--- src/rtl/ex_wb_sched.sv ---
// ex_wb_sched
//   Writeback scheduler for the two execute-stage result lanes. ALU results
//   always own their lane. MDU and FPU completions wait in one-entry buffers
//   and take a lane only when the ALU leaves it idle. The FPU may use lane 0
//   only; the MDU prefers lane 1 and falls back to lane 0. When the MDU and
//   the FPU both want lane 0, a round-robin pointer picks the winner. A
//   per-buffer starvation counter raises registered stall requests so that
//   issue can leave a lane idle for a waiting result.
//
// Ports
//   clk, rst_n                  clock, synchronous active-low reset
//   simd_ena                    1: full DATA_W on wb; 0: bits above 31 zeroed
//   aluK_vld/_data/_rd          ALU result for lane K (K = 0, 1)
//   mdu_vld/_data/_rd/_ready    MDU completion handshake
//   fpu_vld/_data/_rd/_ready    FPU completion handshake
//   wbK_vld/_data/_rd/_src      registered writeback lane K
//                               (src: 0 none, 1 ALU, 2 MDU, 3 FPU)
//   stall_lane0/1               registered request to keep the ALU off a lane
//
// Handshake: a result transfers on a clock edge where xxx_vld & xxx_ready.
// xxx_ready = ~pend | grant, so it is high whenever the buffer is empty or
// is being drained this cycle; the producer may refill in the same cycle the
// old entry leaves. The producer holds vld/data/rd stable until transfer.
// A transferred entry becomes pending at that edge and is never granted
// before the following cycle.
module ex_wb_sched #(
   parameter int DATA_W       = 64,
   parameter int RD_W         = 5,
   parameter int STARVE_LIMIT = 4
) (
   input  logic              clk,
   input  logic              rst_n,
   input  logic              simd_ena,
   input  logic              alu0_vld,
   input  logic [DATA_W-1:0] alu0_data,
   input  logic [RD_W-1:0]   alu0_rd,
   input  logic              alu1_vld,
   input  logic [DATA_W-1:0] alu1_data,
   input  logic [RD_W-1:0]   alu1_rd,
   input  logic              mdu_vld,
   input  logic [DATA_W-1:0] mdu_data,
   input  logic [RD_W-1:0]   mdu_rd,
   output logic              mdu_ready,
   input  logic              fpu_vld,
   input  logic [DATA_W-1:0] fpu_data,
   input  logic [RD_W-1:0]   fpu_rd,
   output logic              fpu_ready,
   output logic              wb0_vld,
   output logic [DATA_W-1:0] wb0_data,
   output logic [RD_W-1:0]   wb0_rd,
   output logic [1:0]        wb0_src,
   output logic              wb1_vld,
   output logic [DATA_W-1:0] wb1_data,
   output logic [RD_W-1:0]   wb1_rd,
   output logic [1:0]        wb1_src,
   output logic              stall_lane0,
   output logic              stall_lane1
);

   typedef enum logic [1:0] {
      SRC_NONE = 2'd0,
      SRC_ALU  = 2'd1,
      SRC_MDU  = 2'd2,
      SRC_FPU  = 2'd3
   } srcSel_e;

   localparam int                CNT_W    = $clog2(STARVE_LIMIT + 1);
   localparam logic [CNT_W-1:0]  CNT_MAX  = CNT_W'(STARVE_LIMIT);
   localparam logic [DATA_W-1:0] LOW_MASK = DATA_W'({32{1'b1}});

   // Buffered completions
   logic              mduPend, fpuPend;
   logic [DATA_W-1:0] mduData, fpuData;
   logic [RD_W-1:0]   mduRd, fpuRd;
   logic [CNT_W-1:0]  mduCnt, fpuCnt;

   // 1: FPU wins the next contested lane-0 grant, 0: MDU wins
   logic              rrFpu;

   logic free0, free1;
   logic grantMdu1, mduWants0, contend;
   logic grantMdu0, grantFpu0, grantMdu, grantFpu;
   logic mduStarve, fpuStarve;

   srcSel_e           lane0Src, lane1Src;
   logic [DATA_W-1:0] lane0Data, lane1Data;
   logic [RD_W-1:0]   lane0Rd, lane1Rd;

   // Grant evaluation. The MDU takes lane 1 first so that lane 0 stays open
   // for the FPU, which cannot use lane 1.
   always_comb begin
      free0     = ~alu0_vld;
      free1     = ~alu1_vld;
      grantMdu1 = mduPend & free1;
      mduWants0 = mduPend & ~grantMdu1;
      contend   = mduWants0 & fpuPend & free0;
      grantMdu0 = free0 & mduWants0 & (~fpuPend | ~rrFpu);
      grantFpu0 = free0 & fpuPend & (~mduWants0 | rrFpu);
      grantMdu  = grantMdu0 | grantMdu1;
      grantFpu  = grantFpu0;
      mduStarve = (mduCnt >= CNT_MAX);
      fpuStarve = (fpuCnt >= CNT_MAX);
   end

   assign mdu_ready = ~mduPend | grantMdu;
   assign fpu_ready = ~fpuPend | grantFpu;

   // Lane source selection: ALU first, then the granted buffer entry.
   always_comb begin
      lane0Src  = SRC_NONE;
      lane0Data = '0;
      lane0Rd   = '0;
      lane1Src  = SRC_NONE;
      lane1Data = '0;
      lane1Rd   = '0;
      if (alu0_vld) begin
         lane0Src  = SRC_ALU;
         lane0Data = alu0_data;
         lane0Rd   = alu0_rd;
      end else if (grantMdu0) begin
         lane0Src  = SRC_MDU;
         lane0Data = mduData;
         lane0Rd   = mduRd;
      end else if (grantFpu0) begin
         lane0Src  = SRC_FPU;
         lane0Data = fpuData;
         lane0Rd   = fpuRd;
      end
      if (alu1_vld) begin
         lane1Src  = SRC_ALU;
         lane1Data = alu1_data;
         lane1Rd   = alu1_rd;
      end else if (grantMdu1) begin
         lane1Src  = SRC_MDU;
         lane1Data = mduData;
         lane1Rd   = mduRd;
      end
      if (!simd_ena) begin
         lane0Data = lane0Data & LOW_MASK;
         lane1Data = lane1Data & LOW_MASK;
      end
   end

   // Buffers: a new entry has priority over the drain, which covers the
   // same-cycle refill case.
   always_ff @(posedge clk) begin
      if (!rst_n) begin
         mduPend <= 1'b0;
         mduData <= '0;
         mduRd   <= '0;
         fpuPend <= 1'b0;
         fpuData <= '0;
         fpuRd   <= '0;
      end else begin
         if (mdu_vld && mdu_ready) begin
            mduPend <= 1'b1;
            mduData <= mdu_data;
            mduRd   <= mdu_rd;
         end else if (grantMdu) begin
            mduPend <= 1'b0;
         end
         if (fpu_vld && fpu_ready) begin
            fpuPend <= 1'b1;
            fpuData <= fpu_data;
            fpuRd   <= fpu_rd;
         end else if (grantFpu) begin
            fpuPend <= 1'b0;
         end
      end
   end

   // Starvation counters and round-robin pointer
   always_ff @(posedge clk) begin
      if (!rst_n) begin
         mduCnt <= '0;
         fpuCnt <= '0;
         rrFpu  <= 1'b1;
      end else begin
         if (!mduPend || grantMdu) begin
            mduCnt <= '0;
         end else if (!mduStarve) begin
            mduCnt <= mduCnt + CNT_W'(1);
         end
         if (!fpuPend || grantFpu) begin
            fpuCnt <= '0;
         end else if (!fpuStarve) begin
            fpuCnt <= fpuCnt + CNT_W'(1);
         end
         // After a contested grant the loser gets the next contest.
         if (contend) begin
            rrFpu <= ~rrFpu;
         end
      end
   end

   // Registered writeback and stall requests. A starving MDU asks for lane 0
   // too only while the ALU is also holding lane 1.
   always_ff @(posedge clk) begin
      if (!rst_n) begin
         wb0_vld     <= 1'b0;
         wb0_data    <= '0;
         wb0_rd      <= '0;
         wb0_src     <= SRC_NONE;
         wb1_vld     <= 1'b0;
         wb1_data    <= '0;
         wb1_rd      <= '0;
         wb1_src     <= SRC_NONE;
         stall_lane0 <= 1'b0;
         stall_lane1 <= 1'b0;
      end else begin
         wb0_vld     <= (lane0Src != SRC_NONE);
         wb0_data    <= lane0Data;
         wb0_rd      <= lane0Rd;
         wb0_src     <= lane0Src;
         wb1_vld     <= (lane1Src != SRC_NONE);
         wb1_data    <= lane1Data;
         wb1_rd      <= lane1Rd;
         wb1_src     <= lane1Src;
         stall_lane0 <= fpuStarve | (mduStarve & alu1_vld);
         stall_lane1 <= mduStarve;
      end
   end

endmodule

--- config.mk ---
export PLATFORM = sky130hd
export DESIGN_NAME = ex_wb_sched
export DESIGN_NICKNAME = d
export VERILOG_FILES = /design/src/rtl/ex_wb_sched.sv
export SDC_FILE = /design/constraint.sdc
export NUM_CORES = 1
export LEC_CHECK = 0
export ABC_CLOCK_PERIOD_IN_PS = 2400
export BUFFER_PORTS_ARGS = -buffer_cell sky130_fd_sc_hd__buf_2
export CORE_AREA = 2 2 165 167
export CTS_BUF_LIST = sky130_fd_sc_hd__clkbuf_4 sky130_fd_sc_hd__clkbuf_8 sky130_fd_sc_hd__clkbuf_16
export DETAILED_ROUTE_END_ITERATION = 10
export DIE_AREA = 0 0 167 169
export MAX_ROUTING_LAYER = met4
export PLACE_DENSITY = 0.73
export SETUP_SLACK_MARGIN = 0.05
export SLEW_MARGIN = 20
export SYNTH_ARGS = -nofsm -noshare
export SYNTH_HDL_FRONTEND = slang
export SYNTH_SLANG_ARGS = --single-unit
--- constraint.sdc ---
create_clock -name clk -period 2.4 [get_ports clk]
set_input_delay 0.48 -clock clk [delete_from_list [all_inputs] [get_ports clk]]
set_output_delay 0.48 -clock clk [all_outputs]
set_load 0.05 [all_outputs]
; After elaboration in Yosys (flattened, before gate mapping)
; Cells that the tools add are included.
[word_totals]
out_inout_bits = 148
word_cells = 80
input_bits = 283
register_bits = 293
[op_classes]
reduce_logical = 13
addsub = 2
n_bitwise = 23
magnitude_cmp = 2
muxes = 19
[op_table]
columns = cell, count
row1 = $mux W64, 5
row2 = $mux W5, 5
row3 = $mux W2, 5
row4 = $and A1 B1 Y1, 9
row5 = $not A1 Y1, 8
row6 = $reduce_bool A2 Y1, 4
row7 = $add A3 B1 Y3 const B, 2
row8 = $ge A3 B3 Y1 const B, 2
row9 = $or A1 B1 Y1, 6
row10 = $mux W1, 4
row11 = $reduce_or A2 Y1, 2
row12 = $logic_and A1 B1 Y1, 2
row13 = $logic_not A1 Y1, 2
row14 = $logic_or A1 B1 Y1, 2
row15 = $reduce_and A2 Y1, 1

; Depth between registers and ports, before layout
; Gate-level depths: netlist (run 1).
[logic_depth]
word_depth = 11
depth_mapped = 7

; Worst setup path before layout (run 1)
; No wires, ideal clock.
[synth_path]
path_type = input to output
startpoint = input alu0_vld
endpoint = output fpu_ready
n_path_buf = 2
required_time_ns = 1.920
cell_stages = 3
arrival_time_ns = 1.947
slack_ns = -0.027
path_cell_list = buf_2 -> buf_2 -> o21ai_0
[synth_via]
elab_chain_len = 4
[synth_rtl]
columns = element, line_no
row1 = "start, declared", 34  ; input logic alu0_vld,
row2 = $not A1 Y1, 92  ; free0 = ~alu0_vld;
row3 = $and A1 B1 Y1 (2 in series), 98  ; grantFpu0 = free0 & fpuPend & (~mduWants0 | rrFpu);
row4 = $or A1 B1 Y1, 106  ; assign fpu_ready = ~fpuPend | grantFpu;
row5 = "end, declared", 47  ; output logic fpu_ready,
; Every way passes these cells.

; Final worst setup path (run 1)
[layout_path]
startpoint = register rrFpu
endpoint = output fpu_ready
[layout_via]
elab_chain_len = 3
[layout_rtl]
columns = element, line_no
row1 = "start, declared", 78  ; logic rrFpu;
row2 = "start signal, assigned", 191  ; rrFpu <= ~rrFpu;
row3 = $or A1 B1 Y1, 98
row4 = $and A1 B1 Y1, 98
row5 = $or A1 B1 Y1, 106
; Every way passes these cells.

==> results.sh, run 1 <==
export IMPL_min_period_over_period_pct=93.7
export IMPL_dp_hpwl_um=25700
export IMPL_area_delta_synth_final_pct=30.1
export IMPL_syn_area_um2=11600
export IMPL_grt_pass1_wl_um=58700
export IMPL_layout_nets=1952
export IMPL_power_density_nw_per_um2=784
export IMPL_die_h_um=169
export IMPL_die_area_um2=28200
export IMPL_ctsResizeCount=0
export IMPL_fin_cells=2033
export IMPL_grt_max_degree=119
export IMPL_post_route_min_period_ps=2250
export IMPL_grt_overflow=0
export IMPL_dr_pass1_iters=5
export IMPL_synth_edff_count=0
export IMPL_p_leak_nw=6.74
export IMPL_r2r_end="wb0_data[60]"
export IMPL_cts_hold_buf=0
export IMPL_max_freq_ghz=0.445
export IMPL_dp_cells=1974
export IMPL_synth_nets=1593
export IMPL_setup_viol_count_final=0
export IMPL_routed_via_density=5.57
export IMPL_clk_path_buf_depth=3
export IMPL_wirelength_um=38500
export IMPL_htreeDepth=1
export IMPL_cp_max_fo=7
export IMPL_post_cts_buffers=0
export IMPL_final_setup_tns_ps=0
export IMPL_status="completed"
export IMPL_yosys_warnings=0
export IMPL_drive_gt1_share_pct=31.3
export IMPL_synthArstFlopShare_pct=0
export IMPL_synthCells=1306
export IMPL_antenna_found_initial=6
export IMPL_yosysMostFrequentCell="dfxtp_1"
export IMPL_synth_area_leaders="dfxtp_1 (50%), mux2i_1 (6.1%), nand3_1 (6.1%), nand2_1 (5.6%), o21ai_0 (4.6%)"
export IMPL_worstPathRequired_ps=1920
export IMPL_crit_end="fpu_ready"
export IMPL_grtUsageTotal_pct=26.4
export IMPL_yosysSeqAreaShare_pct=50.5
export IMPL_reg2reg_slack_ps=660
export IMPL_cts_buffers_inserted=30
export IMPL_hold_viol=0
export IMPL_clk_pin_slew_ps=60
export IMPL_drv_slew=0
export IMPL_synth_top_cell_area_share_pct=50.5
export IMPL_reg2regPathDepth=3
export IMPL_die_x_um=167
export IMPL_num_rows=60
export IMPL_clock_skew_ps=23.3
export IMPL_cts_tree="built"
export IMPL_core_um2=26500
export IMPL_criticalPathCategory="register to output port"
export IMPL_worst_setup_path_start_kind="register"
export IMPL_worstMarginPinSlew_ps=749
export IMPL_finalInstanceArea_um2=15100
export IMPL_arrival_ps=1770
export IMPL_ys_ff_latch=293
export IMPL_ant_nets=0
export IMPL_drc_errors=0
export IMPL_rsz0062_at_grt="false"
export IMPL_syn_avg_cell_area_um2=8.90
export IMPL_n_fill_cell=2409
export IMPL_io_pins=431
export IMPL_reg2reg_from="fpuPend"
export IMPL_placed_cell_area_um2=14000
export IMPL_cts_sinks=293
export IMPL_synth_area_leader_cell="dfxtp_1"
export IMPL_wl_per_cell_um=19.0
export IMPL_gp_congestion=0.834
export IMPL_ir_drop_mv=0.636
export IMPL_hp_class="primary input to register"
export IMPL_grt_pass1_vias=10900
export IMPL_vias=11300
export IMPL_synth_common_cells="dfxtp_1 (293), nand2_1 (173), nand3_1 (142), o21ai_0 (107), clkbuf_1 (87)"
export IMPL_crit_path_start="rrFpu"
export IMPL_synth_cell_types=37
export IMPL_dr_first_iter_drc_count=862
export IMPL_clk_latency_ps=560
export IMPL_clockRootBuffer="clkbuf_16"
export IMPL_port_buffers=430
export IMPL_initial_core_util_pct=43.8
export IMPL_max_cap_violations=0
export IMPL_synth_flop_cell="dfxtp_1"
export IMPL_end_kind="output port"
export IMPL_relSlewSlack_pct=50.1
routing by layer:
layer | up-vias | part of all wire (%) | track usage, %
li1 | 5338 | - | -
met1 | 5341 | 40 | 31.6
met2 | 551 | 49 | 44.3
met3 | 84 | 8.1 | 5.35
met4 | 0 | 3.2 | 9.71
met5 | - | 0 | -
state kept, by name (all words and copies together), names as in the netlist, 3 cells and up:
name / cells
wb0_rd: 5
wb1_rd: 5
wb0_data: 64
wb1_data: 64
mduCnt: 3
mduData: 64
mduRd: 5
fpuRd: 5
fpuData: 64
fpuCnt: 3
worst min-delay path by stage:
| stage | startpoint | endpoint | slack (ps) | cells after the start |
|---|---|---|---|---|
| 6_report | alu1_data[9] | wb1_data[9] | 130 | 2 |
| 5_1_grt | alu1_rd[1] | wb1_rd[1] | 120 | 2 |
| 4_1_cts | alu1_rd[2] | wb1_rd[2] | 110 | 2 |
| 3_5_place_dp | fpuData[33] | wb0_data[33] | 460 | 2 |
| 3_3_place_gp | mduData[59] | mduData[59] | 460 | 2 |
| 2_1_floorplan | fpuData[33] | wb0_data[33] | 450 | 2 |
cell families (layout without fill, tap and decap cells):
logic type / after synthesis / after routing / share of synthesized area (%)
AOI/OAI and AO/OA: 394 / 394 / 21.4
xor gates and xnor gates: 3 / 3 / 0.226
adders and majority gates: 4 / 4 / 0.431
buffers and inverters: 143 / 523 / 5.51
DFF: 293 / 293 / 50.5
muxes: 71 / 71 / 6.12
other: 0 / 6 / 0
and+or+nand+nor: 398 / 398 / 15.8
worst max-delay path: stages, from the launching register on:
cell and delay, ps:
dfxtp_1 490, and3b_1 240, o21ai_1 200, clkbuf_4 280
report_power, final:
group	internal, mW	total, mW	leakage [nW]	switching [mW]
combinational	0.550	1.60	3.79	1.05
sequential	5.12	5.26	2.41	0.136
clock	3.05	4.99	0.536	1.93
total	8.73	11.8	6.74	3.12
placed cells by master, fill, tap and decap left out, types with 4 or more instances in the layout:
cell,instances
buf_12,12
a21boi_1,14
nor2_1,39
a22o_1,37
nand3b_1,33
a31oi_1,69
a21oi_1,70
clkbuf_16,32
clkbuf_4,10
nand3_1,142
diode_2,6
nand2_1,172
mux2i_1,71
a21boi_0,56
buf_4,23
buf_2,427
inv_1,5
a211oi_1,31
ha_1,4
o21ai_0,106
dfxtp_1,291
clkbuf_8,7
metrics by stage:
step / worst slack, ps / total power [mW] / util [%] / hold WS [ps]
finish: 151 / 11.8 / 57.0 / 128
global route: 51.1 / 12.3 / 57.0 / 116
CTS: 115 / 11.9 / 57.0 / 108
detailed placement: 494 / 6.96 / 52.9 / 462
global placement: 541 / 6.92 / 52.9 / 457
floorplan: 370 / 6.35 / - / 445
layout make-up:
cell class,count,area [µm²],share of cell area [%]
sequential,293,5870,38.8
multi-input combinational,870,5140,34.0
timing repair buffer,464,2570,17.0
clock buffer,48,965,6.38
tap,341,427,2.82
clock inverter,5,100,0.662
inverter,6,22.5,0.149
antenna,6,15.0,0.0994
Note: power is estimated with default switching activity, not from simulation.
==> inputs of run 2 (changes only) <==
Settings changed: CORE_AREA 2 2 165 167 to 2 2 169 171, DIE_AREA 0 0 167 169 to 0 0 171 173, PLACE_DENSITY 0.73 to 0.7.
==> run 2 against run 1 <==
Effect of this change:
- register-to-register slack lost 130 ps
- die area grew 4.8%
- non-clock buffer count shrank 4
- final cell count grew 1.9%
- first-iteration DRC count shrank 14%
- clock skew shrank 13 ps
- setup slack gained 21 ps
- via count shrank 0.38%
- combinational power is essentially flat
- flip-flop and latch count is the same
- critical endpoint is now mdu_ready
- largest cell class unchanged
- highest routed layer unchanged
==> results.sh, run 2 (synthesis gave the netlist of run 1 again) <==
export IMPL_io_pins=431
export IMPL_final_setup_tns_ps=0
export IMPL_hold_viol=0
export IMPL_met1_length_um=15200
export IMPL_grtUsageTotal_pct=25.3
export IMPL_p_total_mw=12.1
export IMPL_routed_via_density=5.44
export IMPL_wirelength_um=38300
export IMPL_ant_nets=0
export IMPL_cts_hold_buf=0
export IMPL_dr_first_iter_drc_count=738
export IMPL_setup_viol_count_final=0
export IMPL_dr_pass1_iters=5
export IMPL_p_leak_nw=6.75
export IMPL_dp_hpwl_um=26200
export IMPL_clock_skew_ps=10.0
export IMPL_power_density_nw_per_um2=794
export IMPL_cts_buffers_inserted=31
export IMPL_htreeDepth=1
export IMPL_core_um2=27600
export IMPL_dr_wl_met3_um=3150
export IMPL_worst_setup_path_start_kind="register"
export IMPL_clk_pin_slew_ps=60
export IMPL_clk_path_buf_depth=3
export IMPL_rsz0062_at_grt="false"
export IMPL_pre_cts_ws_ps=438
export IMPL_hold_slack_ps=128
export IMPL_reg2reg_from="fpuPend"
export IMPL_max_cap_violations=0
export IMPL_drive_gt1_share_pct=31.4
export IMPL_die_area_um2=29600
export IMPL_worstPathRequired_ps=1920
export IMPL_port_buffers=430
export IMPL_wl_met2_um=18300
export IMPL_max_freq_ghz=0.449
export IMPL_critPathBufInv=1
export IMPL_drv_slew=0
export IMPL_num_rows=61
export IMPL_path_cells="and2_2 -> nand2_1 -> buf_2"
export IMPL_post_cts_buffers=0
export IMPL_clk_latency_ps=560
export IMPL_min_from="alu1_data[26]"
export IMPL_seqCellArea_um2=5870
export IMPL_vias=11300
export IMPL_cts_sinks=293
export IMPL_multi_input_area_um2=5140
export IMPL_n_fill_cell=2522
export IMPL_gp_congestion=0.843
export IMPL_grt_pass1_wl_um=58600
export IMPL_grt_max_degree=71
export IMPL_min_period_over_period_pct=92.9
export IMPL_fin_ws_ps=171
export IMPL_relSlewSlack_pct=58.9
export IMPL_ir_drop_mv=0.604
export IMPL_crit_path_start="mduPend"
export IMPL_status="completed"
export IMPL_grt_pass1_vias=11100
export IMPL_antenna_found_initial=7
export IMPL_slowest_delay_ps=590
export IMPL_cp_top_family="flip-flops"
export IMPL_drc_errors=0
export IMPL_initial_core_util_pct=42.1
export IMPL_dp_cells=2007
export IMPL_layout_nets=1949
export IMPL_die_x_um=171
export IMPL_critPathSlowestCell="dfxtp_2"
export IMPL_clockRootBuffer="clkbuf_16"
export IMPL_post_route_min_period_ps=2230
export IMPL_final_cell_mix="buf_2 (428), dfxtp_1 (291), nand2_1 (172)"
export IMPL_criticalPathCategory="register to output port"
export IMPL_arrival_ps=1750
export IMPL_final_common_cell="buf_2"
export IMPL_cp_max_fo=18
export IMPL_end_kind="output port"
export IMPL_top_layer="met4"
export IMPL_worstMarginPinSlew_ps=617
export IMPL_area_delta_synth_final_pct=30.8
export IMPL_grt_overflow=0
export IMPL_hp_class="primary input to register"
export IMPL_ctsResizeCount=0
export IMPL_cts_tree="built"
export IMPL_wl_per_cell_um=18.5
export IMPL_die_h_um=173
export IMPL_fin_cells=2072
## run 2: changes by cell type in the layout (fill, tap and decap cells not counted), moves of 2 or more
cell and change:
clkinv_2 +3, clkbuf_8 -3, clkbuf_4 -2, buf_4 -5
bufinv_16 +3
## run 2: final timing paths
check,slack [ps],cells after the start,end
hold reg to reg,470,2,fpuData[23]
setup reg to reg,530,5,fpuData[1]
hold / removal,130,2,wb1_data[26]
setup / recovery,170,3,mdu_ready
## run 2: power breakdown
group | internal (mW) | switching [mW] | total, mW | leakage [nW]
Sequential | 5.12 | 0.137 | 5.26 | 2.41
Combinational | 0.549 | 1.04 | 1.59 | 3.78
Clock | 3.24 | 1.98 | 5.22 | 0.565
## run 2: stage by stage
step                      util, %  cell area, µm²
after floorplan                 -           11600
after global placement       50.9           14100
after detailed placement     50.9           14100
after CTS                    55.0           15200
after global routing         55.0           15200
final                        55.0           15200
## run 2: layer usage
metal | vias to the layer above | global-route usage (%)
met5 | - | -
met4 | 0 | 10.9
met3 | 102 | 4.55
met2 | 551 | 42.1
met1 | 5274 | 29.8
li1 | 5344 | -
## run 2: final cells by class
class	count	area share, %
Timing Repair Buffer	460	16.8
Antenna cell	7	0.115
Sequential cell	293	38.6
Inverter	6	0.148
Clock buffer	43	5.86
Multi-Input combinational cell	870	33.8
Clock inverter	15	1.56
Tap cell	378	3.11
==> inputs of run 3 (changes only) <==
Settings changed: ABC_AREA set to 1, CORE_AREA 2 2 169 171 to not set, CORE_MARGIN set to 2, CORE_UTILIZATION set to 42, DIE_AREA 0 0 171 173 to not set, PLACE_DENSITY 0.7 to 0.69.
==> run 3 against run 2 <==
Effect of this change:
- clock skew is 6.5 ps higher
- area after synthesis grew 4.3%
- global-route usage increased by 1.8 points
- clock power increased by 4.6%
- combinational power increased by 18%
- flip-flop and latch count stayed put
- non-clock buffer count is 3 higher
- via count grew 11%
- core utilization up 0.31 points
- maximum frequency is 0.29% lower
- critical path type unchanged
- largest cell class unchanged
==> results.sh, run 3 <==
export IMPL_status="completed"
export IMPL_core_um2=28500
export IMPL_synth_area_leader_cell="dfxtp_1"
export IMPL_combPwrFrac_pct=14.8
export IMPL_clk_path_buf_depth=3
export IMPL_synth_flop_cell="dfxtp_1"
export IMPL_vias=12500
export IMPL_die_area_um2=30200
export IMPL_cts_sinks=293
export IMPL_finalInstanceArea_um2=15800
export IMPL_wl_per_cell_um=16.5
export IMPL_synth_common_cells="nand2_1 (396), nand3_1 (310), dfxtp_1 (293), inv_1 (223), nor2_1 (215)"
export IMPL_fin_util_pct=55.3
export IMPL_final_common_cell="buf_2"
export IMPL_power_density_nw_per_um2=803
export IMPL_post_route_min_period_ps=2230
export IMPL_relSlewSlack_pct=36.0
export IMPL_gp_congestion=0.961
export IMPL_drive_gt1_share_pct=25.1
export IMPL_fin_ws_ps=165
export IMPL_placed_cell_area_um2=14500
export IMPL_drv_slew=0
export IMPL_worstPathRequired_ps=1920
export IMPL_max_cap_violations=0
export IMPL_layout_nets=2382
export IMPL_clk_latency_ps=510
export IMPL_grt_pass1_wl_um=63500
export IMPL_hp_class="primary input to register"
export IMPL_pre_cts_ws_ps=408
export IMPL_ys_ff_latch=293
export IMPL_die_h_um=174
export IMPL_grt_max_degree=80
export IMPL_yosys_warnings=0
export IMPL_ir_drop_mv=0.548
export IMPL_worst_setup_path_start_kind="register"
export IMPL_port_buffers=430
export IMPL_cts_buffers_inserted=34
export IMPL_end_kind="output port"
export IMPL_reg2reg_slack_ps=510
export IMPL_hold_viol=0
export IMPL_ant_nets=0
export IMPL_grtUsageTotal_pct=27.1
export IMPL_syn_avg_cell_area_um2=7.04
export IMPL_clock_power_share_pct=43.0
export IMPL_grt_pass1_vias=12000
export IMPL_synth_edff_count=0
export IMPL_dr_pass1_iters=8
export IMPL_drc_errors=0
export IMPL_synth_top_cell_area_share_pct=48.4
export IMPL_final_setup_tns_ps=0
export IMPL_min_period_over_period_pct=93.1
export IMPL_arrival_ps=1750
export IMPL_syn_area_um2=12100
export IMPL_num_rows=62
export IMPL_synthCells=1722
export IMPL_criticalPathCategory="register to output port"
export IMPL_yosysMostFrequentCell="nand2_1"
export IMPL_dr_first_iter_drc_count=823
export IMPL_p_leak_nw=8.73
export IMPL_switching_power_mw=3.48
export IMPL_synth_area_leaders="dfxtp_1 (48%), nand3_1 (13%), nand2_1 (12%), inv_1 (6.9%), nor2_1 (6.7%)"
export IMPL_antenna_found_initial=11
export IMPL_clockRootBuffer="clkbuf_16"
export IMPL_grt_overflow=0
export IMPL_p_sw_share_pct=27.4
export IMPL_final_cell_mix="buf_2 (427), nand2_1 (395), nand3_1 (310)"
export IMPL_cts_hold_buf=0
export IMPL_dp_hpwl_um=28400
export IMPL_synthArstFlopShare_pct=0
export IMPL_p_int_mw=9.21
export IMPL_routed_via_density=4.98
export IMPL_htreeDepth=2
export IMPL_max_freq_ghz=0.447
export IMPL_area_delta_synth_final_pct=30.4
export IMPL_yosysSeqAreaShare_pct=48.4
export IMPL_synth_cell_types=23
export IMPL_clock_skew_ps=16.5
export IMPL_worstMarginPinSlew_ps=960
export IMPL_pwr_share_seq_pct=42.2
export IMPL_io_pins=431
export IMPL_rsz0062_at_grt="false"
export IMPL_die_x_um=174
export IMPL_clk_pin_slew_ps=60
export IMPL_cts_tree="built"
export IMPL_synth_nets=2009
export IMPL_hold_slack_ps=183
export IMPL_wirelength_um=41400
export IMPL_setup_viol_count_final=0
export IMPL_cp_max_fo=5
export IMPL_initial_core_util_pct=42.4
==> run 3: cell types whose count changed after synthesis, moves of 56 or more <==
cell	before	now
a31oi_1	69	0
nor2_1	39	215
nand3_1	142	310
a21boi_0	56	0
o21ai_0	107	2
nand2_1	173	396
inv_1	5	223
mux2i_1	71	0
==> run 3: metal layers <==
metal / share of wire, % / GRT usage [%] / up-vias
li1: - / - / 6133
met1: 41 / 31.7 / 5736
met2: 48 / 45.9 / 565
met3: 8.5 / 6.14 / 83
met4: 3.0 / 9.49 / 0
met5: 0 / - / -
==> run 3: area by class of cell <==
| class | instances | area [µm²] |
|---|---|---|
| clock inverter | 9 | 125 |
| inverter | 225 | 845 |
| clock buffer | 51 | 1070 |
| multi-input combinational | 1078 | 4850 |
| fill | 2831 | 12800 |
| sequential | 293 | 5870 |
| antenna | 11 | 27.5 |
| timing repair buffer | 463 | 2520 |
| tap | 384 | 480 |
==> run 3: power groups by stage <==
stage,registers (mW),logic [mW],clock network (mW)
after CTS,5.35,1.86,5.54
after global placement,5.45,1.83,0
after detailed placement,5.45,1.85,0
final,5.35,1.87,5.46
after global routing,5.38,2.04,5.75
after floorplan,5.78,0.874,0
==> run 3: kinds of logic after synthesis <==
| kind of cell | count (synthesis) | share of synthesized area [%] |
|---|---|---|
| AO/OA/AOI/OAI | 148 | 7.30 |
| adder cells (fa/ha/maj) | 4 | 0.413 |
| buffers and inverters | 351 | 11.8 |
| flip-flops | 293 | 48.4 |
| AND/OR/NAND/NOR | 926 | 32.1 |
==> run 3: critical path, stage by stage (launching register included) <==
cell,delay (ps)
dfxtp_1,490
nand2_1,240
a21oi_4,230
inv_1,60
buf_2,220
==> run 3: path summary, 6_finish.rpt <==
path,cells after the start,startpoint,to
max,4,mduPend,mdu_ready
min,2,alu1_rd[4],wb1_rd[4]
max reg2reg,7,fpuPend,wb0_data[60]
min reg2reg,2,fpuData[10],fpuData[10]
==> run 3: per-stage QoR <==
| stage | std cells | total power, mW |
|---|---|---|
| CTS | 2498 | 12.8 |
| floorplan | 1722 | 6.66 |
| detailed placement | 2438 | 7.31 |
| finish | 2514 | 12.7 |
| global route | 2513 | 13.2 |
| global placement | 2438 | 7.28 |
==> run 3: what timing repair did <==
item                                    4_1_cts  5_1_grt
endpoints found under the setup margin        0        2
buffers inserted                              0        5
gates resized for setup                       0        2
